<file path="config.mk">
export PLATFORM = sky130hd
export DESIGN_NAME = mc_controller
export DESIGN_NICKNAME = d
export VERILOG_FILES = /design/src/rtl/mc_controller.sv
export SDC_FILE = /design/constraint.sdc
export NUM_CORES = 1
export LEC_CHECK = 0
export BUFFER_PORTS_ARGS = -buffer_cell sky130_fd_sc_hd__buf_2
export CAP_MARGIN = 20
export CORE_AREA = 3 3 49 51
export DETAILED_ROUTE_END_ITERATION = 10
export DIE_AREA = 0 0 52 54
export PLACE_DENSITY = 0.61
export SYNTH_ARGS = -nofsm -noshare
export SYNTH_HDL_FRONTEND = slang
export SYNTH_SLANG_ARGS = --single-unit
export TNS_END_PERCENT = 10
</file>
<file path="constraint.sdc">
create_clock -name clk -period 2.5 [get_ports clk]
set_input_delay 0.5 -clock clk [delete_from_list [all_inputs] [get_ports clk]]
set_output_delay 0.5 -clock clk [all_outputs]
set_load 0.005 [all_outputs]
</file>
<file path="src/rtl/mc_controller.sv">
// rtl/mc_controller.sv - multicycle MIPS main controller FSM
// Sequences fetch/decode/execute/write-back over the shared ALU and memory port.
module mc_controller #(
  parameter bit OVF_TRAP = 1'b1
) (
  input  logic       clk,
  input  logic       rst,
  input  logic [5:0] op,
  input  logic [5:0] funct,
  input  logic       zero,
  input  logic       overflow,
  input  logic       mem_ready,
  output logic       iord,
  output logic       memwrite,
  output logic       irwrite,
  output logic       pcen,
  output logic [1:0] pcsrc,
  output logic       alusrca,
  output logic [1:0] alusrcb,
  output logic [2:0] alucontrol,
  output logic       regdst,
  output logic       memtoreg,
  output logic       regwrite,
  output logic       ovf_trap,
  output logic       illegal,
  output logic [3:0] state
);

  typedef enum logic [3:0] {
    FETCH   = 4'd0,  DECODE  = 4'd1,  MEMADR = 4'd2,  MEMRD  = 4'd3,
    MEMWB   = 4'd4,  MEMWR   = 4'd5,  EXECUTE = 4'd6, ALUWB  = 4'd7,
    BRANCH  = 4'd8,  ADDIEX  = 4'd9,  ADDIWB = 4'd10, JUMP   = 4'd11
  } state_t;

  localparam logic [5:0] OP_LW   = 6'b100011;
  localparam logic [5:0] OP_SW   = 6'b101011;
  localparam logic [5:0] OP_RTYP = 6'b000000;
  localparam logic [5:0] OP_BEQ  = 6'b000100;
  localparam logic [5:0] OP_ADDI = 6'b001000;
  localparam logic [5:0] OP_J    = 6'b000010;
  localparam logic [5:0] F_ADD   = 6'b100000;
  localparam logic [5:0] F_SUB   = 6'b100010;

  state_t state_q, state_d;
  logic   ovf_q, ovf_d;
  logic   pcwrite, branch, trap;

  always_ff @(posedge clk) begin
    if (rst) begin
      state_q <= FETCH;
      ovf_q   <= 1'b0;
    end else begin
      state_q <= state_d;
      ovf_q   <= ovf_d;
    end
  end

  assign state = state_q;
  assign trap  = OVF_TRAP && ovf_q;

  always_comb begin
    state_d    = FETCH;
    ovf_d      = ovf_q;
    iord       = 1'b0;
    memwrite   = 1'b0;
    irwrite    = 1'b0;
    pcwrite    = 1'b0;
    branch     = 1'b0;
    pcsrc      = 2'b00;
    alusrca    = 1'b0;
    alusrcb    = 2'b00;
    alucontrol = 3'b010;
    regdst     = 1'b0;
    memtoreg   = 1'b0;
    regwrite   = 1'b0;
    ovf_trap   = 1'b0;
    illegal    = 1'b0;
    case (state_q)
      FETCH: begin
        ovf_d   = 1'b0;
        alusrcb = 2'b01;
        irwrite = mem_ready;
        pcwrite = mem_ready;
        state_d = mem_ready ? DECODE : FETCH;
      end
      DECODE: begin
        alusrcb = 2'b11;
        case (op)
          OP_LW, OP_SW: state_d = MEMADR;
          OP_RTYP:      state_d = EXECUTE;
          OP_BEQ:       state_d = BRANCH;
          OP_ADDI:      state_d = ADDIEX;
          OP_J:         state_d = JUMP;
          default:      illegal = 1'b1;
        endcase
      end
      MEMADR: begin
        alusrca = 1'b1;
        alusrcb = 2'b10;
        state_d = (op == OP_SW) ? MEMWR : MEMRD;
      end
      MEMRD: begin
        iord    = 1'b1;
        state_d = mem_ready ? MEMWB : MEMRD;
      end
      MEMWB: begin
        memtoreg = 1'b1;
        regwrite = 1'b1;
      end
      MEMWR: begin
        iord     = 1'b1;
        memwrite = 1'b1;
        state_d  = mem_ready ? FETCH : MEMWR;
      end
      EXECUTE: begin
        alusrca = 1'b1;
        case (funct)
          F_ADD:     alucontrol = 3'b010;
          F_SUB:     alucontrol = 3'b110;
          6'b100100: alucontrol = 3'b000;
          6'b100101: alucontrol = 3'b001;
          6'b101010: alucontrol = 3'b111;
          default:   alucontrol = 3'b010;
        endcase
        // Only add/sub can trap; logical ops and slt never suppress write-back.
        ovf_d   = (funct == F_ADD || funct == F_SUB) ? overflow : 1'b0;
        state_d = ALUWB;
      end
      ALUWB: begin
        regdst   = 1'b1;
        regwrite = ~trap;
        ovf_trap = trap;
      end
      BRANCH: begin
        alusrca    = 1'b1;
        alucontrol = 3'b110;
        branch     = 1'b1;
        pcsrc      = 2'b01;
      end
      ADDIEX: begin
        alusrca = 1'b1;
        alusrcb = 2'b10;
        ovf_d   = overflow;
        state_d = ADDIWB;
      end
      ADDIWB: begin
        regwrite = ~trap;
        ovf_trap = trap;
      end
      JUMP: begin
        pcsrc   = 2'b10;
        pcwrite = 1'b1;
      end
      default: state_d = FETCH;
    endcase
    // Reset abandons the instruction: no strobe may escape during it.
    if (rst) begin
      memwrite = 1'b0;
      irwrite  = 1'b0;
      pcwrite  = 1'b0;
      branch   = 1'b0;
      regwrite = 1'b0;
      ovf_trap = 1'b0;
      illegal  = 1'b0;
    end
    pcen = pcwrite | (branch & zero);
  end

endmodule

</file>
Yosys cells after proc, flatten, opt, wreduce, memory -nomap -nowiden

Cells that the tools add are included.

Register bits after elaboration: 5
Bits of input ports: 17
Output and inout bits: 21
Logic and storage cells: 67

Equality and inequality tests: 21
Muxes and demuxes: 31
Bitwise operators: 3
Reductions and logical operators: 10

Operators by type and width:

| operator                                                         | number |
|---|---|
| 6-bit == test (second input constant)                            | 7 |
| 4-bit case mux with 7 select lines                               | 1 |
| 4-bit case mux with 5 select lines                               | 1 |
| 1-bit two-way mux                                                | 19 |
| 4-bit by 3-bit == test with 1-bit output (second input constant) | 4 |
| 4-bit == test (second input constant)                            | 4 |
| 3-bit case mux with 4 select lines                               | 1 |
| 3-bit two-way mux                                                | 3 |
| 4-bit by 2-bit == test with 1-bit output (second input constant) | 2 |
| 2-bit OR reduction                                               | 4 |
| 6-bit by 2-bit == test with 1-bit output (second input constant) | 1 |
| 6-bit by 3-bit == test with 1-bit output (second input constant) | 1 |
| 6-bit by 4-bit == test with 1-bit output (second input constant) | 1 |
| 6-bit logical NOT                                                | 1 |
| 2-bit case mux with 3 select lines                               | 1 |
| 3-bit case mux with 2 select lines                               | 1 |
| 6-bit OR reduction                                               | 1 |
| 4-bit by 1-bit == test with 1-bit output (second input constant) | 1 |
| 4-bit logical NOT                                                | 1 |
| 1-bit case mux with 2 select lines                               | 2 |
| 2-bit case mux with 2 select lines                               | 1 |
| 4-bit OR reduction                                               | 1 |
| 1-bit case mux with 3 select lines                               | 1 |
| 3-bit nonzero test                                               | 1 |
| other kinds (4)                                                  | 4 |

Logic depth before layout (Yosys ltp)

Gate-level depths: netlist (run 1).

Depth in word-level cells: 5
Gate-level depth with buffers: 5
Depth with buffers taken out: 4

Worst setup path before layout (run 1)

No wires, ideal clock.

Path type: input to output
From: input port op[3]
To: output port illegal
Data arrival time: 1.219 ns
Required time: 2.000 ns
Setup slack: 0.781 ns
Stages: 4
Path buffers: 1
Cell sequence: buf_2 > xor2_1 > o211ai_1 > and4_1

Longest elaborated chain between the ends: 5
Elaborated cells between the ends (all ways): 10
Classes of those cells: eq/ne: 5; mux: 3; reduce/logical: 2

RTL lines:

| item                                        | line | source |
|---|---|---|
| start, declared                             | 8    | `input logic [5:0] op,` |
| 6-bit == test, or another cell as far along | 88   | `case (op)` |
| 6-bit OR reduction (no line) (*)            | n/a  |  |
| 1-bit two-way mux (*)                       | 88   |  |
| 1-bit two-way mux (*)                       | 78   | `case (state_q)` |
| 1-bit two-way mux (*)                       | 157  | `if (rst) begin` |
| end, declared                               | 25   | `output logic illegal,` |

Every way passes the cells marked *; elsewhere a longest branch is shown, timed or not.

Worst setup path in the final report (run 1)

From: register state_q[1] (netlist: state[1])
To: output port alucontrol[2]

Longest elaborated chain between the ends: 2
Elaborated cells between the ends (all ways): 3
Classes of those cells: eq/ne: 2; mux: 1

RTL lines:

| item                                                                      | line | source |
|---|---|---|
| start, declared                                                           | 44   | `state_t state_q, state_d;` |
| start signal, assigned                                                    | 53   | `state_q <= state_d;` |
| 4-bit == test or 4-bit by 3-bit == test with 1-bit output (tied branches) | 78   |  |
| 3-bit case mux with 2 select lines (*)                                    | 78   |  |
| end, declared                                                             | 20   | `output logic [2:0] alucontrol,` |

Marks and branches as above.

==> results.sh, run 1 <==
export IMPL_n_antenna_cell=0
export IMPL_vias=814
export IMPL_utilization_pct=44.9
export IMPL_core_area_um2=1980
export IMPL_p_per_area_nw_per_um2=275
export IMPL_dp_hpwl_um=1600
export IMPL_area_growth_pct=29.3
export IMPL_start_util_pct=34.7
export IMPL_cts_tree="built"
export IMPL_syn_avg_cell_area_um2=7.40
export IMPL_synth_edff_count=0
export IMPL_routabilityCongestion=0.752
export IMPL_dieArea_um2=2810
export IMPL_grt_pass1_wl_um=3090
export IMPL_rows=16
export IMPL_worst_slew_pin_slew_ps=479
export IMPL_critPathBufInv=1
export IMPL_required_ps=2000
export IMPL_async_flop_share_pct=0
export IMPL_drv_cap=0
export IMPL_ys_seq_area_share_pct=14.5
export IMPL_max_freq_mhz=445
export IMPL_cp_cell_sequence="nand4bb_1 -> or3b_4 -> o22ai_2 -> buf_2"
export IMPL_clockBufferDepth=2
export IMPL_die_h_um=54
export IMPL_ys_types=41
export IMPL_die_x_um=52
export IMPL_cts_hold_buf=0
export IMPL_end_kind="output pin"
export IMPL_hold_viol_final=0
export IMPL_via_per_inst=5.25
export IMPL_p_leak_nw=0.391
export IMPL_cts_resized=0
export IMPL_numCtsBuffers=3
export IMPL_slowest_stage="dfxtp_1"
export IMPL_outcome="complete, no violations"
export IMPL_antenna_found_initial=0
export IMPL_critPathArrivalTime_ps=1750
export IMPL_dpl_cell_count=151
export IMPL_power_total_uw=244
export IMPL_clk_pin_slew_worst_paths_ps=50
export IMPL_hold_path_class="input port to register"
export IMPL_setup_viol=0
export IMPL_cp_top_family="simple AND/OR/NAND/NOR gates"
export IMPL_syn_inst=93
export IMPL_worst_setup_path_start_kind="register"
export IMPL_port_buffers=37
export IMPL_finalClockSkew_ps=3.78
export IMPL_yosys_area_top_type="dfxtp_1"
export IMPL_drcViolationCount=0
export IMPL_drt_pass1_iterations=4
export IMPL_ys_seq_elements=5
export IMPL_clock_sinks=5
export IMPL_worst_path_max_fanout=16
export IMPL_grt_use_total_pct=14.3
export IMPL_wl_um=1950
export IMPL_overflow=0
export IMPL_synthesis_nets=110
export IMPL_cts_post_setup_buffers_inserted=0
export IMPL_ios=38
export IMPL_period_minus_slack_ps=2250
export IMPL_fillCellCount=218
export IMPL_grt_setup_unrepaired="no"
export IMPL_yosysWarnings=0
export IMPL_ir_drop_mv=0.244
export IMPL_synth_area_leaders="dfxtp_1, nand2b_1, nor2_1"
export IMPL_yosysTopAreaCellShare_pct=14.5
export IMPL_finalSetupTns_ps=0
export IMPL_syn_cell_area_um2=688
export IMPL_clock_latency_ps=240
export IMPL_ys_top_cells_by_count="nor2_1, nand2b_1, dfxtp_1, nor3_1, a21oi_1"
export IMPL_period_share_pct=89.9
export IMPL_nets=146
export IMPL_relSlewSlack_pct=68.0
export IMPL_critPathKind="register to output pin"
export IMPL_final_antenna_net_count=0
export IMPL_drive_gt1_share_pct=39.1
export IMPL_stdcell_count=155
export IMPL_yosysMostFrequentCell="nor2_1"
export IMPL_root_buffer="clkbuf_4"
export IMPL_h_tree_depth=1
export IMPL_drv_slew=0
export IMPL_grt_max_degree=17
export IMPL_ys_flop_type="dfxtp_1"
export IMPL_max_stage_delay_ps=610
export IMPL_drt_iter0_drc=11
export IMPL_first_global_vias=714
export IMPL_wl_per_cell_um=12.6
placed cells by master, fill, tap and decap left out, drive strengths merged, types with 2 or more instances in the layout:
cell type,netlist,final
a31oi,3,3
nor3,5,5
and3,3,3
dfxtp,5,5
or3,2,2
nand2,2,2
clkbuf,0,3
nor4bb,2,2
inv,2,2
nor2,14,14
nand4,3,3
mux2i,2,2
nor2b,2,2
nand3,2,2
xor2,3,3
o22a,2,2
buf,7,38
o21ai,5,5
nand2b,7,7
a21oi,4,4
worst paths after layout:
check                  end  slack (ps)  cells past startpoint  startpoint
min reg2reg          ovf_q         600                      4       ovf_q
max reg2reg       state[2]         920                      4    state[1]
max          alucontrol[2]         250                      4    state[1]
min                  ovf_q         540                      3    overflow
layer usage:
layer  global-route usage [%]  wire length, um  vias to the layer above  part of all wire [%]
met2                     25.1              931                       32                    48
li1                         -                -                      422                     -
met5                        0                0                        -                     0
met4                     1.31                0                        0                     0
met1                     17.9              874                      360                    45
met3                     4.16              144                        0                   7.4
power by group:
part / switching (mW) / internal (mW)
Sequential: 0.00489 / 0.0814
Clock: 0.0349 / 0.0579
Combinational: 0.0335 / 0.0319
flip-flops by register name, summed over array words and instances (netlist names):
signal	flops
ovf_q	1
state	4
layout make-up:
cell class	instances	area, um^2	area share [%]
clock buffers	3	22.5	2.53
clock inverters	1	5.00	0.563
inverters	2	7.51	0.844
multi-input cells	79	528	59.4
flip-flops and latches	5	100	11.3
well taps	27	33.8	3.80
repair buffers	38	193	21.7
worst reg2reg max path: cells and delay by family, from the launching register on:
kind               cells  cell delay (ps)
AOI/OAI and AO/OA      3              590
DFF                    1              610
and+or+nand+nor        1              320
cell families (layout without fill, tap and decap cells):
kind of cell / count (synthesis) / after routing / synth area share [%]
buffers and inverters: 9 / 44 / 8.73
multiplexers: 2 / 2 / 2.91
flip-flops: 5 / 5 / 14.5
AO/OA/AOI/OAI: 23 / 23 / 24.4
XOR/XNOR: 4 / 4 / 5.09
AND/OR/NAND/NOR: 50 / 50 / 44.4
through the flow:
stage / area, um^2 / setup slack, ps / hold slack, ps
6_report: 890 / 251 / 536
3_5_place_dp: 862 / 519 / 593
4_1_cts: 890 / 250 / 529
3_3_place_gp: 862 / 563 / 585
5_1_grt: 890 / 128 / 537
2_1_floorplan: 688 / 781 / 539
Note: power is estimated with default switching activity, not from simulation.
==> inputs of run 2 (changes only) <==
--- a/config.mk
+++ b/config.mk
@@ -10,7 +10,7 @@
 export CORE_AREA = 3 3 49 51
 export DETAILED_ROUTE_END_ITERATION = 10
 export DIE_AREA = 0 0 52 54
-export PLACE_DENSITY = 0.61
+export PLACE_DENSITY = 0.63
 export SYNTH_ARGS = -nofsm -noshare
 export SYNTH_HDL_FRONTEND = slang
 export SYNTH_SLANG_ARGS = --single-unit
==> constraint.sdc (replaced) <==
create_clock -name clk -period 2.05 [get_ports clk]
set_input_delay 0.41 -clock clk [delete_from_list [all_inputs] [get_ports clk]]
set_output_delay 0.41 -clock clk [all_outputs]
set_load 0.005 [all_outputs]
==> run 2 against run 1 <==
- global-route usage increased by 1.1 points
- setup slack worse by 150 ps
- via count grew 3.7%
- cell count is 1.9% higher
- combinational power rose by 36%
- worst hold slack got worse by 84 ps
- flip-flop and latch count unchanged
- sequential share of layout area is 0.26 points lower
- design area increased by 4.9%
- critical path type unchanged
- clock-buffer cell count unchanged
- core utilization is 2.2 points higher
==> results.sh, run 2 (synthesis gave the netlist of run 1 again) <==
export IMPL_ir_drop_mv=0.240
export IMPL_required_ps=1640
export IMPL_die_x_um=52
export IMPL_critPathArrivalTime_ps=1540
export IMPL_clockBufferDepth=2
export IMPL_core_area_um2=1980
export IMPL_grt_use_total_pct=15.4
export IMPL_dieArea_um2=2810
export IMPL_via_per_inst=5.34
export IMPL_numCtsBuffers=3
export IMPL_drv_slew=0
export IMPL_routabilityCongestion=0.777
export IMPL_cp_cell_sequence="buf_4 -> nand2b_2 -> mux2i_1 -> a31oi_1 -> nor2_1 -> buf_2"
export IMPL_final_antenna_net_count=0
export IMPL_root_buffer="clkbuf_4"
export IMPL_clk_pin_slew_worst_paths_ps=50
export IMPL_worst_setup_path_start_kind="register"
export IMPL_max_stage_delay_ps=380
export IMPL_n_antenna_cell=0
export IMPL_port_buffers=37
export IMPL_first_global_vias=742
export IMPL_whs_ps=452
export IMPL_worst_path_max_fanout=16
export IMPL_drv_cap=0
export IMPL_relSlewSlack_pct=79.7
export IMPL_cell_internal_pwr_uw=212
export IMPL_cts_tree="built"
export IMPL_drt_iter0_drc=11
export IMPL_start_util_pct=34.7
export IMPL_p_switching_uw=98.4
export IMPL_clock_sinks=5
export IMPL_overflow=0
export IMPL_max_freq_mhz=512
export IMPL_period_share_pct=95.2
export IMPL_clock_latency_ps=250
export IMPL_worst_slew_pin_slew_ps=305
export IMPL_wl_per_cell_um=13.3
export IMPL_setup_viol=0
export IMPL_wl_um=2100
export IMPL_slowest_stage="dfxtp_1"
export IMPL_area_growth_pct=35.6
export IMPL_drt_pass1_iterations=4
export IMPL_ios=38
export IMPL_grt_max_degree=17
export IMPL_layout_common_cells="buf_2, nor2_1, nand2b_1"
export IMPL_dp_hpwl_um=1660
export IMPL_die_h_um=54
export IMPL_drcViolationCount=0
export IMPL_period_minus_slack_ps=1950
export IMPL_drive_gt1_share_pct=43.5
export IMPL_grt_pass1_wl_um=3280
export IMPL_p_leak_nw=0.408
export IMPL_final_common_cell="buf_2"
export IMPL_nets=149
export IMPL_vias=844
export IMPL_rows=16
export IMPL_hold_path_class="input port to register"
export IMPL_antenna_found_initial=0
export IMPL_h_tree_depth=1
export IMPL_outcome="complete, no violations"
export IMPL_hold_viol_final=0
export IMPL_p_seq_share_pct=32.5
export IMPL_clkPwrFrac_pct=38.9
export IMPL_critPathKind="register to output pin"
export IMPL_end_kind="output pin"
export IMPL_largest_reg_flops=4
export IMPL_finalSetupTns_ps=0
export IMPL_finalClockSkew_ps=8.38
export IMPL_p_sw_share_pct=31.7
export IMPL_p_per_area_nw_per_um2=333
export IMPL_p_comb_share_pct=28.6
[run 2: changes by cell type in the layout (fill, tap and decap cells not counted)]
cell / delta
nand4bb_1: -1
dfxtp_1: -2
dfxtp_2: +2
nand2b_2: +1
nand2b_1: -1
buf_4: +3
nand4bb_4: +1
[run 2: layer usage]
layer / up-vias / global-route usage [%] / part of all wire (%)
met3: 0 / 5.54 / 9.0
met5: - / 0 / 0
li1: 428 / - / -
met2: 37 / 24.7 / 48
met1: 379 / 19.7 / 43
met4: 0 / 3.49 / 0
[run 2: cell type report]
| class | instances | area (um^2) |
|---|---|---|
| fill | 209 | 1050 |
| inverter | 2 | 7.51 |
| timing repair buffer | 41 | 215 |
| sequential | 5 | 103 |
| multi-input combinational | 79 | 547 |
| clock buffer | 3 | 22.5 |
| clock inverter | 1 | 5.00 |
| tap | 27 | 33.8 |
[run 2: critical path, delay by kind of cell (launching register included)]
family / cells / cell delay (ps)
multiplexers: 1 / 100
AO/OA/AOI/OAI: 1 / 170
flip-flops: 1 / 380
buffers and inverters: 2 / 360
AND/OR/NAND/NOR: 2 / 270
[run 2: final timing paths]
check            from        to  slack, ps  cells past startpoint
min reg2reg     ovf_q     ovf_q        600                      4
max          state[2]  regwrite        100                      6
min               rst  state[3]        450                      2
max reg2reg  state[0]  state[2]        570                      5
[run 2: metrics by stage]
step / util [%] / area (um^2) / power [mW] / instances / worst slack (ps)
floorplan: - / 688 / 0.155 / 93 / 439
CTS: 46.1 / 913 / 0.312 / 158 / 15.5
detailed placement: 44.6 / 885 / 0.190 / 154 / 235
global placement: 44.6 / 885 / 0.189 / 154 / 321
global route: 47.1 / 933 / 0.330 / 158 / -2.65
finish: 47.1 / 933 / 0.311 / 158 / 97.8
[run 2: power groups by stage]
stage          registers (mW)  logic (mW)  clock network [mW]
6_report                0.101      0.0888               0.121
5_1_grt                 0.101      0.0983               0.130
4_1_cts                 0.101      0.0879               0.124
3_5_place_dp            0.103      0.0872                   0
3_3_place_gp            0.103      0.0863                   0
2_1_floorplan           0.103      0.0523                   0
[run 2: what timing repair did]
item	4_1_cts	5_1_grt
setup endpoints to repair	1	4
setup buffers	0	0
gates resized for setup	1	3
gates cloned	0	0
hold buffers	0	0
